<file path="src/rtl/spi_master_seq_if.sv">
// Bundle between the local controller, spi_master_seq and the SPI slave pins.
// The slave modport is the master sequencer's view; the master modport is the controller/pad view.
interface spi_master_seq_if;
  logic       req_valid;
  logic       req_ready;
  logic       req_write;
  logic       req_read;
  logic [7:0] req_addr;
  logic [2:0] req_len;
  logic [7:0] wdata;
  logic       wdata_valid;
  logic       wdata_ready;
  logic [7:0] rdata;
  logic       rdata_valid;
  logic       busy;
  logic       done;
  logic       err;
  logic       SCK;
  logic       CSB;
  logic       SDI;
  logic       SDO;

  modport slave (
    input  req_valid, req_write, req_read, req_addr, req_len, wdata, wdata_valid, SDO,
    output req_ready, wdata_ready, rdata, rdata_valid, busy, done, err, SCK, CSB, SDI
  );

  modport master (
    output req_valid, req_write, req_read, req_addr, req_len, wdata, wdata_valid, SDO,
    input  req_ready, wdata_ready, rdata, rdata_valid, busy, done, err, SCK, CSB, SDI
  );
endinterface

</file>
<file path="src/rtl/spi_master_seq.sv">
// SPI master sequencing cmd/addr/1-8 data byte frames, MSB first; optional wdata stall abort under SPI_MASTER_TIMEOUT_EN.
// Latency: CSB low 2*CLKDIV*nbits + CLKDIV cycles plus any wdata stall; all outputs registered.
// Backpressure: req_ready only in IDLE; SCK is frozen low while a write byte waits on wdata_valid.
module spi_master_seq #(
  parameter int CLKDIV  = 2,
  parameter int TIMEOUT = 255
) (
  input logic              clk,
  input logic              reset,
  spi_master_seq_if.slave  bus
);

  localparam int CW = (CLKDIV > 1) ? $clog2(CLKDIV) : 1;
  localparam logic [CW-1:0] C_LAST = CW'(CLKDIV - 1);
  localparam logic [CW-1:0] C_PRE  = (CLKDIV > 1) ? CW'(CLKDIV - 2) : '0;
`ifdef SPI_MASTER_TIMEOUT_EN
  localparam int TW = (TIMEOUT > 1) ? $clog2(TIMEOUT) : 1;
  localparam logic [TW-1:0] C_TO_LAST = TW'(TIMEOUT - 1);
`endif

  typedef enum logic [2:0] {S_IDLE, S_BIT, S_WDATA, S_HOLD, S_GAP} state_t;

  typedef struct packed {
    logic [CW-1:0] cnt;
    logic          hi;
    logic [2:0]    bitn;
    logic [3:0]    byten;
    logic [3:0]    nbytes;
    logic          wr;
    logic          rd;
    logic [7:0]    addr;
    logic [6:0]    tx;
    logic [6:0]    rx;
    logic          sck;
    logic          csb;
    logic          sdi;
    logic          req_ready;
    logic          wdata_ready;
    logic [7:0]    rdata;
    logic          rdata_valid;
    logic          busy;
    logic          done;
`ifdef SPI_MASTER_TIMEOUT_EN
    logic [TW-1:0] tocnt;
    logic          err;
`endif
  } regs_t;

  state_t r_state;
  state_t w_state_nxt;
  regs_t  r_q;
  regs_t  w_d;
  logic   w_cnt_end;
  logic   w_last_bit;
  logic   w_last_byte;
  logic   w_next_wr;

  always_ff @(posedge clk) begin
    if (reset) begin
      r_state <= S_IDLE;
      r_q     <= '0;
      r_q.csb <= 1'b1;
    end else begin
      r_state <= w_state_nxt;
      r_q     <= w_d;
    end
  end

  assign w_cnt_end   = (r_q.cnt == C_LAST);
  assign w_last_bit  = (r_q.bitn == 3'd7);
  assign w_last_byte = (r_q.byten == (r_q.nbytes - 4'd1));
  // The byte that follows the current one carries controller write data.
  assign w_next_wr   = r_q.wr && !w_last_byte && (r_q.byten != 4'd0);

  always_comb begin
    w_state_nxt     = r_state;
    w_d             = r_q;
    w_d.rdata_valid = 1'b0;
    w_d.done        = 1'b0;
`ifdef SPI_MASTER_TIMEOUT_EN
    w_d.err         = 1'b0;
`endif
    case (r_state)
      S_IDLE: begin
        w_d.req_ready = 1'b1;
        if (bus.req_valid && r_q.req_ready) begin
          w_d.wr        = bus.req_write;
          w_d.rd        = bus.req_read;
          w_d.addr      = bus.req_addr;
          w_d.nbytes    = (bus.req_len == 3'd0) ? 4'd10 : ({1'b0, bus.req_len} + 4'd2);
          w_d.sdi       = bus.req_write;
          w_d.tx        = {bus.req_read, bus.req_len, 3'b000};
          w_d.csb       = 1'b0;
          w_d.sck       = 1'b0;
          w_d.busy      = 1'b1;
          w_d.req_ready = 1'b0;
          w_d.byten     = 4'd0;
          w_d.bitn      = 3'd0;
          w_d.hi        = 1'b0;
          w_d.cnt       = '0;
          w_state_nxt   = S_BIT;
        end
      end

      S_BIT: begin
        w_d.cnt = r_q.cnt + CW'(1);
        if (!r_q.hi) begin
          if (w_cnt_end) begin
            w_d.cnt = '0;
            w_d.hi  = 1'b1;
            w_d.sck = 1'b1;
            if (CLKDIV == 1 && w_last_bit && w_next_wr) w_d.wdata_ready = 1'b1;
          end
        end else begin
          // Open wdata_ready for the final high cycle so an eager producer costs no extra cycle.
          if (CLKDIV > 1 && r_q.cnt == C_PRE && w_last_bit && w_next_wr) w_d.wdata_ready = 1'b1;
          if (w_cnt_end) begin
            w_d.cnt = '0;
            w_d.hi  = 1'b0;
            w_d.sck = 1'b0;
            w_d.rx  = {r_q.rx[5:0], bus.SDO};
            if (!w_last_bit) begin
              w_d.bitn = r_q.bitn + 3'd1;
              w_d.sdi  = r_q.tx[6];
              w_d.tx   = {r_q.tx[5:0], 1'b0};
            end else begin
              w_d.bitn = 3'd0;
              if (r_q.rd && r_q.byten >= 4'd2) begin
                w_d.rdata       = {r_q.rx, bus.SDO};
                w_d.rdata_valid = 1'b1;
              end
              if (w_last_byte) begin
                w_state_nxt = S_HOLD;
              end else begin
                w_d.byten = r_q.byten + 4'd1;
                if (w_next_wr) begin
                  if (bus.wdata_valid && r_q.wdata_ready) begin
                    w_d.sdi         = bus.wdata[7];
                    w_d.tx          = bus.wdata[6:0];
                    w_d.wdata_ready = 1'b0;
                  end else begin
                    w_state_nxt = S_WDATA;
`ifdef SPI_MASTER_TIMEOUT_EN
                    w_d.tocnt   = '0;
`endif
                  end
                end else if (r_q.byten == 4'd0) begin
                  w_d.sdi = r_q.addr[7];
                  w_d.tx  = r_q.addr[6:0];
                end else begin
                  w_d.sdi = 1'b0;
                  w_d.tx  = '0;
                end
              end
            end
          end
        end
      end

      S_WDATA: begin
        w_d.sck         = 1'b0;
        w_d.wdata_ready = 1'b1;
        if (bus.wdata_valid) begin
          w_d.sdi         = bus.wdata[7];
          w_d.tx          = bus.wdata[6:0];
          w_d.wdata_ready = 1'b0;
          w_d.hi          = 1'b0;
          w_d.cnt         = '0;
          w_state_nxt     = S_BIT;
        end
`ifdef SPI_MASTER_TIMEOUT_EN
        else if (r_q.tocnt == C_TO_LAST) begin
          w_d.csb         = 1'b1;
          w_d.wdata_ready = 1'b0;
          w_d.err         = 1'b1;
          w_d.cnt         = '0;
          w_state_nxt     = S_GAP;
        end else begin
          w_d.tocnt = r_q.tocnt + TW'(1);
        end
`endif
      end

      S_HOLD: begin
        w_d.sck = 1'b0;
        w_d.cnt = r_q.cnt + CW'(1);
        if (w_cnt_end) begin
          w_d.cnt     = '0;
          w_d.csb     = 1'b1;
          w_d.done    = 1'b1;
          w_state_nxt = S_GAP;
        end
      end

      S_GAP: begin
        w_d.cnt = r_q.cnt + CW'(1);
        if (w_cnt_end) begin
          w_d.cnt       = '0;
          w_d.busy      = 1'b0;
          w_d.req_ready = 1'b1;
          w_state_nxt   = S_IDLE;
        end
      end

      default: begin
        w_state_nxt = S_IDLE;
      end
    endcase
  end

  assign bus.req_ready   = r_q.req_ready;
  assign bus.wdata_ready = r_q.wdata_ready;
  assign bus.rdata       = r_q.rdata;
  assign bus.rdata_valid = r_q.rdata_valid;
  assign bus.busy        = r_q.busy;
  assign bus.done        = r_q.done;
  assign bus.SCK         = r_q.sck;
  assign bus.CSB         = r_q.csb;
  assign bus.SDI         = r_q.sdi;
`ifdef SPI_MASTER_TIMEOUT_EN
  assign bus.err         = r_q.err;
`else
  logic w_unused_timeout;
  assign w_unused_timeout = (TIMEOUT != 0);
  assign bus.err         = 1'b0;
`endif

endmodule

</file>
<file path="src/flat_wrapper.sv">
// flat-port wrapper written by rule: the top's interface ports become plain ports
module spi_master_seq_flat 
#(
  parameter int CLKDIV  = 2,
  parameter int TIMEOUT = 255
)
  (clk, reset, bus_req_valid, bus_req_write, bus_req_read, bus_req_addr, bus_req_len, bus_wdata, bus_wdata_valid, bus_SDO, bus_req_ready, bus_wdata_ready, bus_rdata, bus_rdata_valid, bus_busy, bus_done, bus_err, bus_SCK, bus_CSB, bus_SDI);
  spi_master_seq_if bus_i ();
  input logic clk;
  input logic reset;
  input wire logic [$bits(bus_i.req_valid)-1:0] bus_req_valid;
  input wire logic [$bits(bus_i.req_write)-1:0] bus_req_write;
  input wire logic [$bits(bus_i.req_read)-1:0] bus_req_read;
  input wire logic [$bits(bus_i.req_addr)-1:0] bus_req_addr;
  input wire logic [$bits(bus_i.req_len)-1:0] bus_req_len;
  input wire logic [$bits(bus_i.wdata)-1:0] bus_wdata;
  input wire logic [$bits(bus_i.wdata_valid)-1:0] bus_wdata_valid;
  input wire logic [$bits(bus_i.SDO)-1:0] bus_SDO;
  output wire logic [$bits(bus_i.req_ready)-1:0] bus_req_ready;
  output wire logic [$bits(bus_i.wdata_ready)-1:0] bus_wdata_ready;
  output wire logic [$bits(bus_i.rdata)-1:0] bus_rdata;
  output wire logic [$bits(bus_i.rdata_valid)-1:0] bus_rdata_valid;
  output wire logic [$bits(bus_i.busy)-1:0] bus_busy;
  output wire logic [$bits(bus_i.done)-1:0] bus_done;
  output wire logic [$bits(bus_i.err)-1:0] bus_err;
  output wire logic [$bits(bus_i.SCK)-1:0] bus_SCK;
  output wire logic [$bits(bus_i.CSB)-1:0] bus_CSB;
  output wire logic [$bits(bus_i.SDI)-1:0] bus_SDI;
  assign bus_i.req_valid = bus_req_valid;
  assign bus_i.req_write = bus_req_write;
  assign bus_i.req_read = bus_req_read;
  assign bus_i.req_addr = bus_req_addr;
  assign bus_i.req_len = bus_req_len;
  assign bus_i.wdata = bus_wdata;
  assign bus_i.wdata_valid = bus_wdata_valid;
  assign bus_i.SDO = bus_SDO;
  assign bus_req_ready = bus_i.req_ready;
  assign bus_wdata_ready = bus_i.wdata_ready;
  assign bus_rdata = bus_i.rdata;
  assign bus_rdata_valid = bus_i.rdata_valid;
  assign bus_busy = bus_i.busy;
  assign bus_done = bus_i.done;
  assign bus_err = bus_i.err;
  assign bus_SCK = bus_i.SCK;
  assign bus_CSB = bus_i.CSB;
  assign bus_SDI = bus_i.SDI;
  spi_master_seq #(.CLKDIV(CLKDIV), .TIMEOUT(TIMEOUT)) u_core (.clk(clk), .reset(reset), .bus(bus_i));
endmodule
</file>
<file path="config.mk">
export PLATFORM = sky130hd
export DESIGN_NAME = spi_master_seq_flat
export DESIGN_NICKNAME = d
export VERILOG_FILES = /design/src/rtl/spi_master_seq_if.sv /design/src/rtl/spi_master_seq.sv /design/src/flat_wrapper.sv
export SDC_FILE = /design/constraint.sdc
export NUM_CORES = 1
export LEC_CHECK = 0
export CORE_ASPECT_RATIO = 1.4
export CORE_UTILIZATION = 55
export CTS_CLUSTER_DIAMETER = 50
export CTS_CLUSTER_SIZE = 20
export DETAILED_ROUTE_END_ITERATION = 16
export PLACE_DENSITY = 0.8
export SYNTH_ARGS = -nofsm -noshare
export SYNTH_HDL_FRONTEND = slang
export SYNTH_SLANG_ARGS = --single-unit
</file>
<file path="constraint.sdc">
create_clock -name clk -period 2.8 [get_ports clk]
set_clock_uncertainty 0.15 [all_clocks]
set_input_delay 0.56 -clock clk [delete_from_list [all_inputs] [get_ports clk]]
set_output_delay 0.56 -clock clk [all_outputs]
set_load 0.03 [all_outputs]
</file>
==> reports/metrics.cfg, run 1 <==
[timing]
slew_viol_final = 0
fin_ws_ns = 0.242
setup_viol = 0
tightest_slew_ns = 0.744
fin_setup_tns_ns = 0
fmax_mhz = 391
hold_viol = 0
period_minus_slack_ns = 2.56
finalCritPeriodShare_pct = 91.4
rsz0062_at_grt = false
slew_headroom_pct = 50.2

[drt]
viasPerCell = 5.97
firstDrtPassIters = 4
ant_nets = 0
num_vias = 2879
drt-initial-drc-count = 139
avgRoutedWirePerCell_um = 15.6
remaining_drc_errors = 0
routed_wl_mm = 7.53

[die]
core_um2 = 5490
die_w_um = 65.8
dieArea_um2 = 6010
io_pins = 43
row_count = 32
die-height_um = 91.3
initial_core_util_pct = 57.1

[cts]
htree_num_levels = 2
cts-root-buf = clkbuf_8
clock-sinks = 56
cts_setup_buffers = 0
cts_resized = 0
cts.hold.buffers_added = 0
cts_tree = yes
clk_latency_ns = 0.32
cts_buffers = 5
cts.clk_slew.worst_paths_ns = 0.11
cts_buffer_depth = 2

[cells_and_area]
stdcell_area_um2 = 3660
instances_no_fill = 482
area_growth_pct = 16.9
diodes = 0
fin_nets = 448
layout_commonest_cell = nand2_1
drive_gt1_share_pct = 10.1
layout_common_cells = nand2_1 (74), dfxtp_1 (56), clkdlybuf4s50_1 (40)

[critical_path]
cp_top_family = simple AND/OR/NAND/NOR gates
crit_fanout = 10
crit_arrival_ns = 2.65
critical_path_buf_inv_count = 1
cpPeakStageDelay_ns = 0.52
cp_slowest_cell = nor3_4
end_kind = flip-flop
crit_chain = inv_1, ha_1, xnor2_1, nor3_4, nand4_4, and3_1, a311oi_2
crit_type = flip-flop to flip-flop
startpoint_type = flip-flop
cp.required_ns = 2.90

[synthesis]
async_flop_share_pct = 0
ys_types = 61
yosysSeqAreaShare_pct = 35.8
syn_area_um2 = 3130
syn_inst = 382
synth_nets = 417
synth_edf_count = 0
yosys_warnings = 0
synth.avg_cell_area_um2 = 8.20
yosys_register_bits = 56
synth_ff_type = dfxtp_1

[placed_design]
dp.cells = 474
gp_congestion = 0.872
post_dp_cell_area_um2 = 3570
dpl.hpwl_mm = 5.48
portBuffers = 41
dpl_worst_slack_ns = 0.0474

[global_route]
grt_pass1_wl_mm = 12.3
antenna_found_initial = 0
grt_max_degree = 34
grt_pass1_vias = 2646
grtUsageTotal_pct = 26.3
grt_overflow = 0

[run_status]
status = complete, no violations

[worst_hold_path]
min_path_type = flip-flop to flip-flop

[power]
powerDensity_nw_per_um2 = 532
peakVddDrop_v = 0.000367
p_leak_uw = 0.00130

[run]
cap_violations = 0

[path summary, 6_finish.rpt]
kind / startpoint / to / slack (ns) / cells after the start
setup reg to reg: u_core.r_q[40] / u_core.r_q[23] / 0.24 / 7
hold reg to reg: u_core.r_q[22] / u_core.r_q[22] / 0.31 / 2
setup / recovery: u_core.r_q[40] / u_core.r_q[23] / 0.24 / 7
hold / removal: u_core.r_q[22] / u_core.r_q[22] / 0.31 / 2
[per-stage QoR]
stage / utilization [%] / hold slack (ns) / power (µW)
floorplan: - / 0.282 / 1320
global placement: 65.1 / 0.291 / 1470
detailed placement: 65.1 / 0.298 / 1490
CTS: 66.8 / 0.313 / 1960
global route: 66.8 / 0.331 / 2050
finish: 66.8 / 0.310 / 1950
[logic make-up (layout without fill, tap and decap cells)]
kind of cell,count (synthesis),in the layout,synth area share [%]
multiplexers,15,15,4.79
adder cells (fa/ha/maj),9,9,3.59
XOR/XNOR,7,7,2.67
buffers and inverters,47,79,7.43
flip-flops,56,56,35.8
AO/OA/AOI/OAI,99,99,22.4
other,1,1,0.120
AND/OR/NAND/NOR,148,148,23.2
[final cells by class]
type | count | area, µm²
Multi-Input combinational cell | 279 | 1780
Timing Repair Buffer | 58 | 533
Clock buffer | 5 | 68.8
Inverter | 13 | 48.8
Fill cell | 477 | 1820
Clock inverter | 3 | 26.3
Tap cell | 68 | 85.1
Sequential cell | 56 | 1120
[where the power goes]
| group | switching, µW | total [µW] | internal, µW |
|---|---|---|---|
| Combinational | 320 | 555 | 235 |
| Clock | 290 | 473 | 183 |
| Sequential | 71.0 | 921 | 850 |
| Total | 681 | 1950 | 1270 |
[state kept, by name, summed over array words and instances, names as in the netlist]
name                    flops
u_core.r_q                 36
u_core.bus.rdata            8
u_core.r_state              3
u_core.bus.CSB              1
u_core.bus.SCK              1
u_core.bus.SDI              1
u_core.bus.busy             1
u_core.bus.done             1
u_core.bus.rdata_valid      1
u_core.bus.req_ready        1
u_core.bus.wdata_ready      1
u_core.w_cnt_end            1
[synthesized netlist by cell type, types with 2 or more instances]
| master | number | share of area [%] |
|---|---|---|
| nand2b_1 | 7 | 1.4 |
| nand4_1 | 8 | 1.6 |
| a21oi_1 | 39 | 6.2 |
| mux2i_1 | 15 | 4.8 |
| buf_1 | 3 | 0.36 |
| o22ai_1 | 5 | 1.0 |
| nand3_1 | 3 | 0.48 |
| a2111o_1 | 2 | 0.72 |
| buf_2 | 6 | 0.96 |
| nor2_1 | 26 | 3.1 |
| a31oi_1 | 7 | 1.4 |
| dfxtp_1 | 56 | 36 |
| nor2b_1 | 2 | 0.40 |
| nor3_1 | 5 | 0.80 |
| o21ai_0 | 6 | 0.96 |
| xnor2_1 | 4 | 1.1 |
| a2bb2oi_1 | 2 | 0.56 |
| o221ai_1 | 5 | 1.4 |
| nor4_1 | 2 | 0.40 |
| a311oi_2 | 4 | 1.9 |
| a211oi_1 | 8 | 1.9 |
| nor3b_1 | 4 | 0.96 |
| clkbuf_1 | 13 | 1.6 |
| buf_4 | 11 | 2.6 |
| or4_1 | 2 | 0.48 |
| or3_1 | 2 | 0.40 |
| a41o_1 | 2 | 0.64 |
| o2111ai_1 | 7 | 2.0 |
| ha_1 | 9 | 3.6 |
| inv_1 | 13 | 1.6 |
| nand2_1 | 74 | 8.9 |
[worst register-to-register path, stage by stage, from the launching register on]
cell,delay [ns]
dfxtp_1,0.41
inv_1,0.07
ha_1,0.30
xnor2_1,0.16
nor3_4,0.52
nand4_4,0.26
and3_1,0.39
a311oi_2,0.24
[routing by layer]
| metal | wire, µm | vias up | GRT usage (%) |
|---|---|---|---|
| met1 | 3060 | 1342 | 30.2 |
| met3 | 410 | 13 | 4.90 |
| met4 | 131 | 0 | 9.42 |
| li1 | - | 1424 | - |
| met2 | 3930 | 100 | 46.6 |
| met5 | 0 | - | 0 |
Power figures use the tool's default switching activity.
==> run 2, diff against run 1 <==
--- a/config.mk
+++ b/config.mk
@@ -10,6 +10,7 @@
 export CTS_CLUSTER_DIAMETER = 50
 export CTS_CLUSTER_SIZE = 20
 export DETAILED_ROUTE_END_ITERATION = 16
+export MAX_ROUTING_LAYER = met4
 export PLACE_DENSITY = 0.8
 export SYNTH_ARGS = -nofsm -noshare
 export SYNTH_HDL_FRONTEND = slang
==> run 2 against run 1 <==
  * Critical path depth unchanged
  * First-iteration DRC count increased by 12%
  * Non-clock buffer count is the same
  * Total power increased by 0.18%
  * Fmax up 0.64%
  * Largest power group unchanged
  * Design area did not move
  * Worst setup slack gained 0.016 ns
  * Sequential power about the same
==> reports/metrics.cfg, run 2 (same netlist as run 1, synthesis figures left out) <==
[cells_and_area]
finalCoreUtilization_pct = 66.8
regMostFlops = u_core.r_q
drive_gt1_share_pct = 10.1
layout_commonest_cell = nand2_1
fillers = 477
layout_common_cells = nand2_1 (74), dfxtp_1 (56), clkdlybuf4s50_1 (40)
area_growth_pct = 16.9
largest_reg_flops = 36
fin_nets = 448
diodes = 0

[placed_design]
gp_congestion = 0.887
dpl.hpwl_mm = 5.48
portBuffers = 41

[drt]
remaining_drc_errors = 0
avgRoutedWirePerCell_um = 15.6
firstDrtPassIters = 5
num_vias = 2867
ant_nets = 0
routed_wl_mm = 7.54
viasPerCell = 5.95
drt-initial-drc-count = 155

[worst_hold_path]
whs_path_depth = 2
hp-start = u_core.r_q[22]
whs_endpoint = u_core.r_q[22]
min_path_type = flip-flop to flip-flop

[cts]
clock-sinks = 56
cts-root-buf = clkbuf_8
cts.hold.buffers_added = 0
cts_buffer_depth = 2
cts_setup_buffers = 0
cts_buffers = 5
clk_latency_ns = 0.33
cts.clk_slew.worst_paths_ns = 0.11
cts_resized = 0
cts_tree = yes
htree_num_levels = 2

[timing]
slew_viol_final = 0
fmax_mhz = 393
hold_viol = 0
slew_headroom_pct = 48.9
fin_setup_tns_ns = 0
rsz0062_at_grt = false
tightest_slew_ns = 0.764
period_minus_slack_ns = 2.54
holdWs_ns = 0.311
finalCritPeriodShare_pct = 90.8
setup_viol = 0

[die]
die_w_um = 65.8
initial_core_util_pct = 57.1
core_um2 = 5490
io_pins = 43
dieArea_um2 = 6010
row_count = 32
die-height_um = 91.3

[critical_path]
startpoint = u_core.r_q[40]
crit_fanout = 10
r2r-start = u_core.r_q[40]
crit_type = flip-flop to flip-flop
crit_arrival_ns = 2.64
cp.required_ns = 2.90
r2r_end = u_core.r_q[23]
end_kind = flip-flop
startpoint_type = flip-flop
rrSetupSlack_ns = 0.26
r2r_cells = 7

[global_route]
grt_pass1_wl_mm = 12.3
grt_overflow = 0
antenna_found_initial = 0
grt_max_degree = 34
grtUsageTotal_pct = 26.9
grt_pass1_vias = 2655

[power]
p_leak_uw = 0.00130
peakVddDrop_v = 0.000368
powerDensity_nw_per_um2 = 533

[run]
cap_violations = 0

[run_status]
status = complete, no violations

[run 2: cell counts in the layout (fill, tap and decap cells not counted)]
Identical to the previous run, type by type.
[run 2: power breakdown]
| part | internal (µW) | leakage, µW | switching [µW] | total [µW] |
|---|---|---|---|---|
| Clock | 183 | 0.0000487 | 292 | 476 |
| Sequential | 850 | 0.000454 | 70.9 | 921 |
| Combinational | 235 | 0.000797 | 322 | 557 |
[run 2: layer usage]
| metal | global-route usage, % | vias up | part of all wire, % |
|---|---|---|---|
| met3 | 4.77 | 16 | 5.3 |
| li1 | - | 1421 | - |
| met2 | 46.7 | 97 | 52 |
| met4 | 9.42 | 0 | 1.9 |
| met1 | 30.0 | 1333 | 41 |
| met5 | - | - | 0 |
[run 2: final cells by class]
cell class	instances	area, µm²	area share, %
clock inverter	3	26.3	0.717
sequential	56	1120	30.6
tap	68	85.1	2.32
clock buffer	5	68.8	1.88
multi-input combinational	279	1780	48.6
timing repair buffer	58	533	14.5
inverter	13	48.8	1.33
[run 2: worst max-delay path by stage]
stage	to	slack, ns	cells after the start
CTS	u_core.r_q[23]	0.27	7
detailed placement	u_core.r_q[48]	0.05	6
global placement	u_core.r_q[48]	0.12	6
global route	u_core.r_q[27]	0.14	7
finish	u_core.r_q[23]	0.26	7
floorplan	u_core.r_q[48]	0.58	6
[run 2: worst max-delay path, cell delays in order (launching register included)]
cell,delay [ns]
dfxtp_1,0.41
inv_1,0.06
ha_1,0.30
xnor2_1,0.16
nor3_4,0.51
nand4_4,0.25
and3_1,0.39
a311oi_2,0.24
[run 2: through the flow]
stage                     instances  power [µW]  area (µm²)  setup slack (ns)
after floorplan                 382        1320        3130             0.579
after global placement          474        1470        3570             0.118
after detailed placement        474        1490        3570            0.0474
after CTS                       482        1960        3660             0.274
after global routing            482        2050        3660             0.145
final                           482        1950        3660             0.258
==> run 3, diff against run 2 <==
==> constraint.sdc (replaced) <==
create_clock -name clk -period 2.6 [get_ports clk]
set_clock_uncertainty 0.15 [all_clocks]
set_input_delay 0.52 -clock clk [delete_from_list [all_inputs] [get_ports clk]]
set_output_delay 0.52 -clock clk [all_outputs]
set_load 0.03 [all_outputs]
==> run 3 against run 2 <==
  * Cell count increased by 1.7%
  * Sequential power grew 5.5%
  * Fmax increased by 5.5%
  * Design area up 2.9%
  * Clock-buffer cell count stayed put
  * Global-route usage is 0.42 points higher
  * Flip-flop and latch count unchanged
  * Sequential share of layout area decreased by 0.86 points
  * Critical path depth unchanged
==> reports/metrics.cfg, run 3 (same netlist as run 1, synthesis figures left out) <==
[critical_path]
cp_slowest_cell = nor3_4
crit_chain = inv_1, ha_1, xnor2_1, nor3_4, a21oi_2, a41o_1, a221oi_1
crit_fanout = 10
r2r_end = u_core.bus.wdata_ready
crit_end = u_core.bus.wdata_ready
r2r-start = u_core.r_q[40]
cpPeakStageDelay_ns = 0.51
crit_type = flip-flop to flip-flop
startpoint = u_core.r_q[40]
end_kind = flip-flop
cp.required_ns = 2.68
crit_arrival_ns = 2.49
startpoint_type = flip-flop
rrSetupSlack_ns = 0.19
r2r_cells = 7

[timing]
tightest_slew_ns = 0.772
slew_viol_final = 0
fmax_mhz = 415
period_minus_slack_ns = 2.41
hold_viol = 0
setup_viol = 0
slew_headroom_pct = 48.5
rsz0062_at_grt = false
fin_setup_tns_ns = 0
finalCritPeriodShare_pct = 92.7

[cts]
cts.clk_slew.worst_paths_ns = 0.11
cts_resized = 0
clock-sinks = 56
htree_num_levels = 2
cts.hold.buffers_added = 0
cts_setup_buffers = 0
cts_tree = yes
clk_latency_ns = 0.32
cts_buffers = 5
cts_buffer_depth = 2
cts-root-buf = clkbuf_8

[power]
peakVddDrop_v = 0.000427
powerDensity_nw_per_um2 = 592
p_leak_uw = 0.00135
finalPower_uw = 2230

[global_route]
antenna_found_initial = 0
grtUsageTotal_pct = 27.3
grt_pass1_wl_mm = 12.5
grt_pass1_vias = 2737
grt_overflow = 0
grt_max_degree = 42

[die]
core_um2 = 5490
initial_core_util_pct = 57.1
die-height_um = 91.3
io_pins = 43
dieArea_um2 = 6010
row_count = 32
die_w_um = 65.8

[drt]
drt-initial-drc-count = 208
avgRoutedWirePerCell_um = 15.2
viasPerCell = 5.82
ant_nets = 0
routed_wl_mm = 7.45
remaining_drc_errors = 0
firstDrtPassIters = 4
num_vias = 2854

[cells_and_area]
area_growth_pct = 20.3
regMostFlops = u_core.r_q
largest_reg_flops = 36
diodes = 0
layout_commonest_cell = nand2_1
fin_nets = 456
layout_common_cells = nand2_1 (74), dfxtp_1 (56), clkdlybuf4s50_1 (40)
instances_no_fill = 490
finalCoreUtilization_pct = 68.7
drive_gt1_share_pct = 11.8

[worst_hold_path]
min_path_type = flip-flop to flip-flop
hp-start = u_core.r_q[32]

[run_status]
status = complete, no violations

[run]
cap_violations = 0

[placed_design]
portBuffers = 41
dp.cells = 482
dpl.hpwl_mm = 5.44
gp_congestion = 0.881

[run 3: cell count changes in the layout (fill, tap and decap cells not counted)]
cell       delta
buf_4         +6
bufinv_16     +1
inv_6         -1
buf_12        +2
[run 3: through the flow]
step,setup slack [ns],area [µm²],hold WS [ns]
after floorplan,0.379,3130,0.282
after global placement,-0.0280,3650,0.290
after detailed placement,-0.0883,3650,0.301
after CTS,0.218,3770,0.316
after global routing,0.0463,3770,0.343
final,0.191,3770,0.312
[run 3: final cells by class]
type,count,area [µm²]
Timing Repair Buffer,66,618
Clock inverter,3,47.5
Sequential cell,56,1120
Inverter,13,48.8
Clock buffer,5,68.8
Fill cell,447,1720
Tap cell,68,85.1
Multi-Input combinational cell,279,1780
[run 3: power breakdown]
part | internal (µW) | total [µW] | switching, µW
Sequential | 916 | 972 | 56.6
Combinational | 299 | 672 | 373
Clock | 291 | 589 | 299
[run 3: per-layer routing]
| layer | GRT usage (%) | routed length, µm | share of wire, % |
|---|---|---|---|
| met1 | 31.8 | 3230 | 43 |
| met2 | 46.0 | 3840 | 52 |
| met3 | 5.03 | 292 | 3.9 |
| met4 | 9.24 | 86 | 1.2 |
| met5 | - | 0 | 0 |
[run 3: critical path, delay by kind of cell, from the launching register on]
kind                     cells  cell delay, ns
AO/OA/AOI/OAI                3            0.72
buffers and inverters        1            0.06
XOR/XNOR                     1            0.16
adder cells (fa/ha/maj)      1            0.30
AND/OR/NAND/NOR              1            0.51
flip-flops                   1            0.41
[run 3: worst min-delay path by stage]
stage | cells past startpoint | to | slack (ns)
final | 2 | u_core.r_q[32] | 0.31
after global routing | 2 | u_core.r_q[22] | 0.34
after CTS | 2 | u_core.r_q[34] | 0.32
after detailed placement | 2 | u_core.r_q[34] | 0.30
after global placement | 2 | u_core.r_q[30] | 0.29
after floorplan | 2 | u_core.r_q[30] | 0.28
